### src/rtl/polygon_scan.sv
// Polygon bounding-box scanner: folds the vertex list into a signed bounding box,
// then streams every integer point of that box row-major under ready/valid.
module polygon_scan #(
  parameter int MAX_NUM_VERTICES = 8,
  parameter int WORLD_BITS       = 18,
  localparam int NUM_W           = $clog2(MAX_NUM_VERTICES + 1),
  localparam int IDX_W           = (MAX_NUM_VERTICES > 1) ? $clog2(MAX_NUM_VERTICES) : 1
) (
  input  logic                         clk_in,
  input  logic                         rst_in,
  input  logic                         start_in,
  input  logic signed [WORLD_BITS-1:0] poly_xs_in [MAX_NUM_VERTICES],
  input  logic signed [WORLD_BITS-1:0] poly_ys_in [MAX_NUM_VERTICES],
  input  logic        [NUM_W-1:0]      num_points_in,
  input  logic                         ready_in,
  output logic signed [WORLD_BITS-1:0] x_out,
  output logic signed [WORLD_BITS-1:0] y_out,
  output logic                         valid_out,
  output logic                         last_out,
  output logic                         busy_out,
  output logic                         done_out,
  output logic                         error_out
);

  typedef enum logic [1:0] {IDLE, BBOX, SCAN} state_t;

  state_t r_state;
  state_t w_next_state;

  logic signed [WORLD_BITS-1:0] r_xs [MAX_NUM_VERTICES];
  logic signed [WORLD_BITS-1:0] r_ys [MAX_NUM_VERTICES];
  logic        [NUM_W-1:0]      r_num;
  logic        [IDX_W-1:0]      r_idx;
  logic signed [WORLD_BITS-1:0] r_xmin, r_xmax, r_ymin, r_ymax;
  logic signed [WORLD_BITS-1:0] r_x, r_y;
  logic                         r_done;
  logic                         r_error;

  logic                         w_start_ok;
  logic                         w_first;
  logic                         w_fold_last;
  logic signed [WORLD_BITS-1:0] w_vx, w_vy;
  logic signed [WORLD_BITS-1:0] w_xmin_new, w_xmax_new, w_ymin_new, w_ymax_new;
  logic                         w_at_xmax, w_at_ymax;
  logic                         w_xfer;

  assign w_start_ok  = start_in && (num_points_in >= NUM_W'(3)) &&
                       (num_points_in <= NUM_W'(MAX_NUM_VERTICES));
  assign w_first     = (r_idx == '0);
  assign w_fold_last = (NUM_W'(r_idx) == (r_num - NUM_W'(1)));
  assign w_vx        = r_xs[r_idx];
  assign w_vy        = r_ys[r_idx];

  // Vertex 0 seeds the box so stale extents from a previous scan never leak in.
  assign w_xmin_new  = (w_first || (w_vx < r_xmin)) ? w_vx : r_xmin;
  assign w_xmax_new  = (w_first || (w_vx > r_xmax)) ? w_vx : r_xmax;
  assign w_ymin_new  = (w_first || (w_vy < r_ymin)) ? w_vy : r_ymin;
  assign w_ymax_new  = (w_first || (w_vy > r_ymax)) ? w_vy : r_ymax;

  assign w_at_xmax   = (r_x == r_xmax);
  assign w_at_ymax   = (r_y == r_ymax);
  assign w_xfer      = (r_state == SCAN) && ready_in;

  always_ff @(posedge clk_in or negedge rst_in) begin
    if (!rst_in) begin
      r_state <= IDLE;
    end else begin
      r_state <= w_next_state;
    end
  end

  always_comb begin
    w_next_state = r_state;
    case (r_state)
      IDLE:    if (w_start_ok) w_next_state = BBOX;
      BBOX:    if (w_fold_last) w_next_state = SCAN;
      SCAN:    if (w_xfer && w_at_xmax && w_at_ymax) w_next_state = IDLE;
      default: w_next_state = IDLE;
    endcase
  end

  // Snapshot is pure data; it is only read after a start has loaded it.
  always_ff @(posedge clk_in) begin
    if (r_state == IDLE && w_start_ok) begin
      r_xs <= poly_xs_in;
      r_ys <= poly_ys_in;
    end
  end

  always_ff @(posedge clk_in or negedge rst_in) begin
    if (!rst_in) begin
      r_num   <= '0;
      r_idx   <= '0;
      r_xmin  <= '0;
      r_xmax  <= '0;
      r_ymin  <= '0;
      r_ymax  <= '0;
      r_x     <= '0;
      r_y     <= '0;
      r_done  <= 1'b0;
      r_error <= 1'b0;
    end else begin
      r_done  <= 1'b0;
      r_error <= 1'b0;
      case (r_state)
        IDLE: begin
          if (start_in) begin
            if (w_start_ok) begin
              r_num <= num_points_in;
              r_idx <= '0;
            end else begin
              r_error <= 1'b1;
            end
          end
        end
        BBOX: begin
          r_xmin <= w_xmin_new;
          r_xmax <= w_xmax_new;
          r_ymin <= w_ymin_new;
          r_ymax <= w_ymax_new;
          r_idx  <= r_idx + 1'b1;
          if (w_fold_last) begin
            r_x <= w_xmin_new;
            r_y <= w_ymin_new;
          end
        end
        SCAN: begin
          // Compare against the max before stepping so the counters never overflow.
          if (w_xfer) begin
            if (!w_at_xmax) begin
              r_x <= r_x + 1'b1;
            end else if (!w_at_ymax) begin
              r_x <= r_xmin;
              r_y <= r_y + 1'b1;
            end else begin
              r_done <= 1'b1;
            end
          end
        end
        default: ;
      endcase
    end
  end

  assign x_out     = r_x;
  assign y_out     = r_y;
  assign valid_out = (r_state == SCAN);
  assign last_out  = (r_state == SCAN) && w_at_xmax && w_at_ymax;
  assign busy_out  = (r_state != IDLE);
  assign done_out  = r_done;
  assign error_out = r_error;

endmodule
### config.mk
export PLATFORM = sky130hd
export DESIGN_NAME = polygon_scan
export DESIGN_NICKNAME = d
export VERILOG_FILES = /design/src/rtl/polygon_scan.sv
export SDC_FILE = /design/constraint.sdc
export NUM_CORES = 1
export LEC_CHECK = 0
export CAP_MARGIN = 10
export CORE_MARGIN = 2
export CORE_UTILIZATION = 57
export DETAILED_ROUTE_END_ITERATION = 16
export GPL_TIMING_DRIVEN = 0
export HOLD_SLACK_MARGIN = 0.12
export PLACE_DENSITY_LB_ADDON = 0.12
export SLEW_MARGIN = 40
export SYNTH_ARGS = -nofsm -noshare
export SYNTH_HDL_FRONTEND = slang
export SYNTH_SLANG_ARGS = --single-unit
### constraint.sdc
create_clock -name clk_in -period 17.22 [get_ports clk_in]
set_input_delay 2.583 -clock clk_in [delete_from_list [all_inputs] [get_ports clk_in]]
set_output_delay 2.583 -clock clk_in [all_outputs]
set_load 0.02 [all_outputs]
==> results.toml <==
[layout]
layout-drive-gt1-share_pct = 16.2
area_delta_synth_final_pct = 28.8
finalInstanceArea_um2 = 24400
final_common_cell = "clkdlybuf4s50_1"
nNetsFinal = 2015
stdcell_count = 2129
n_fill_cell = 2025
most-common-layout-cells = "clkdlybuf4s50_1, edfxtp_1, dfrtp_1, mux2_2, inv_1"

[cts]
cts_resized = 0
clock-sinks = 407
cts_root_buffer = "clkbuf_16"
worstSkewPairLatency_ns = 0.55
clk_pin_slew_ns = 0.06
cts-buffers-inserted = 43
clockBufferDepth = 3
post-cts-setup-buffers = 0
htree_num_levels = 2
holdBufCountCts = 0
cts_tree = "built"

[timing]
worstMarginPinSlew_ns = 0.767
layout_min_cycle_time_ns = 6.14
final_hold_viol_count = 0
rsz0062_at_grt = "no"
skew_ns = 0.0158
drv_slew = 0
finalCritPeriodShare_pct = 35.7
final.setup.tns_ns = 0
max_freq_mhz = 163
relSlewSlack_pct = 48.9
setup_ws_ns = 11.08
setup_violations = 0

[placed_design]
dp_cells = 2041
port_buffers = 336
dpl_cell_area_um2 = 23000
post-dp-hpwl_um = 37600
pre_cts_ws_ns = 11.40
place_congestion = 0.933

[critical_path]
cp.arrival_ns = 3.56
crit_required_ns = 14.64
crit_path_start_kind = "flop"
crit_type = "flop to primary output"
worstPathMaxFanout = 10
slowest_delay_ns = 0.62
cpMaxStageDelayCell = "clkdlybuf4s50_1"
path_cells = "clkbuf_1 -> xor2_1 -> nor4_1 -> nand3_1 -> or2_2 -> clkbuf_1 -> clkbuf_1 -> nor2_1 -> clkdlybuf4s50_1"
path_common_cell = "clkbuf_1"
worstSetupEndpointType = "primary output"

[die]
io_pins = 337
start_util_pct = 58.0
core_um2 = 32600
die_area_um2 = 34700
fp.dieW_um = 186
rows = 66
die_y_um = 186

[status]
status = "finished, final reports clean"

[grt]
grt_max_degree = 92
grt_pass1_wl_um = 74400
antenna_found_initial = 14
grtUsageTotal_pct = 29.2
overflow = 0
grt_pass1_vias = 12800

[logic_synthesis]
ys_types = 63
syn_area_per_cell_um2 = 15.1
ys_async_sr_fraction_pct = 29.2
syn-num-nets = 1629
seq_area_frac_synth_pct = 61.4
syn-cell-area_um2 = 18900
synthFlopType = "edfxtp_1"
netlist_instances = 1258
synth_edf_count = 288
ys_ff_latch = 407
yosysWarnings = 0

[routing]
routedWlPerCell_um = 23.3
routed_via_density = 5.89
wl_um = 49500
firstDrtPassIters = 5
remaining_drc_errors = 0
drtIter0Drc = 984
ant_nets = 0
num_vias = 12500

[power_and_ir_drop]
ir_drop_uv = 106
cellLeakagePower_uw = 0.00920
p_total_uw = 4580
power-per-cell-area_nw_per_um2 = 188

[hold_path]
hp-class = "flop to flop"

[flow_run]
cap_violations = 0
-- state kept, by name, summed over array words and instances (netlist names), 3 cells and up --
name and flops:
r_ymin 18, x_out 18, r_xs 144, r_num 4, y_out 18, r_idx 3
r_ys 144, r_xmin 18, r_ymax 18, r_xmax 18
-- area by class of cell --
| class | count | area (µm²) | share of cell area [%] |
|---|---|---|---|
| clock inverters | 24 | 253 | 1.04 |
| flip-flops and latches | 407 | 11600 | 47.7 |
| repair buffers | 341 | 3490 | 14.3 |
| well taps | 442 | 553 | 2.27 |
| multi-input cells | 705 | 6720 | 27.6 |
| diodes | 12 | 30.0 | 0.123 |
| inverters | 87 | 334 | 1.37 |
| plain buffers | 59 | 267 | 1.09 |
| clock buffers | 52 | 1120 | 4.59 |
-- cell families (layout without fill, tap and decap cells) --
| kind of cell | after synthesis | count (layout) | synth area share (%) |
|---|---|---|---|
| DFF | 407 | 407 | 61.4 |
| other | 0 | 12 | 0 |
| adders and majority gates | 75 | 75 | 4.96 |
| AOI/OAI and AO/OA | 186 | 186 | 6.73 |
| muxes | 202 | 202 | 16.4 |
| buffers and inverters | 146 | 563 | 3.10 |
| and+or+nand+nor | 201 | 201 | 5.54 |
| xor gates and xnor gates | 41 | 41 | 1.90 |
-- where the power goes --
part / switching (µW) / internal [µW]
logic: 1180 / 1050
clock network: 375 / 525
registers: 172 / 1280
-- Yosys cell counts, types with 2 or more instances --
| master | n | area share [%] |
|---|---|---|
| ha_1 | 75 | 5.0 |
| mux2i_1 | 21 | 1.1 |
| a311oi_1 | 6 | 0.28 |
| nand2b_1 | 6 | 0.20 |
| xor2_1 | 22 | 1.0 |
| o211ai_1 | 8 | 0.32 |
| nor4_1 | 6 | 0.20 |
| nor3_1 | 15 | 0.40 |
| a22oi_1 | 11 | 0.44 |
| nor2_1 | 39 | 0.77 |
| o311ai_0 | 12 | 0.56 |
| buf_2 | 4 | 0.11 |
| o21ai_0 | 37 | 0.98 |
| o21bai_1 | 9 | 0.36 |
| xnor2_1 | 19 | 0.88 |
| o2111ai_1 | 2 | 0.093 |
| mux4_2 | 71 | 8.4 |
| dfrtp_1 | 119 | 16 |
| a31oi_1 | 5 | 0.17 |
| a21o_1 | 28 | 1.1 |
| inv_1 | 85 | 1.7 |
| a211oi_1 | 2 | 0.079 |
| nand3_1 | 30 | 0.79 |
| clkbuf_1 | 37 | 0.73 |
| or2_2 | 5 | 0.17 |
| edfxtp_1 | 288 | 46 |
| o22ai_1 | 10 | 0.33 |
| and2_1 | 4 | 0.13 |
| and2_0 | 2 | 0.066 |
| buf_1 | 13 | 0.26 |
| buf_6 | 4 | 0.24 |
| nand4b_1 | 4 | 0.19 |
| and4_1 | 7 | 0.32 |
| mux2_2 | 99 | 5.9 |
| mux2_4 | 10 | 0.79 |
| a21oi_1 | 35 | 0.93 |
| nand3b_1 | 6 | 0.24 |
| a221oi_1 | 3 | 0.14 |
| nand4_1 | 19 | 0.63 |
| o221ai_1 | 5 | 0.23 |
| o21a_1 | 2 | 0.079 |
| nand2_1 | 41 | 0.81 |
| and3_1 | 12 | 0.40 |
-- per-stage QoR --
| step | hold slack [ns] | utilization [%] |
|---|---|---|
| after floorplan | 0.433 | - |
| after global placement | 0.448 | 70.0 |
| after detailed placement | 0.456 | 70.5 |
| after CTS | 0.463 | 74.7 |
| after global routing | 0.496 | 74.8 |
| final | 0.463 | 74.8 |
-- routing by layer --
layer | routed length, µm | part of all wire (%) | up-vias | global-route usage [%]
met5 | 37 | 0.075 | - | 0
met2 | 24700 | 50 | 550 | 49.8
met4 | 1410 | 2.9 | 6 | 8.72
met1 | 19500 | 39 | 6225 | 38.3
li1 | - | - | 5653 | -
met3 | 3880 | 7.8 | 103 | 5.92
-- path summary, 6_finish.rpt --
| path | slack, ns | depth (start not counted) | startpoint | end |
|---|---|---|---|---|
| setup / recovery | 11.08 | 9 | x_out[2] | last_out |
| hold / removal | 0.46 | 1 | r_state[0] | r_state[0] |
| setup reg to reg | 11.78 | 15 | r_idx[2] | r_xmax[7] |
| hold reg to reg | 0.46 | 1 | r_state[0] | r_state[0] |
| max in group asynchronous | 14.59 | 2 | rst_in | r_xmax[6] |
| min in group asynchronous | 1.95 | 1 | rst_in | r_ymin[14] |
-- critical path: cells and delay by family (launching register included) --
family | cells | cell delay, ns
buffers and inverters | 4 | 1.48
AND/OR/NAND/NOR | 4 | 1.07
flip-flops | 1 | 0.35
XOR/XNOR | 1 | 0.12
(Power assumes the default switching activity.)
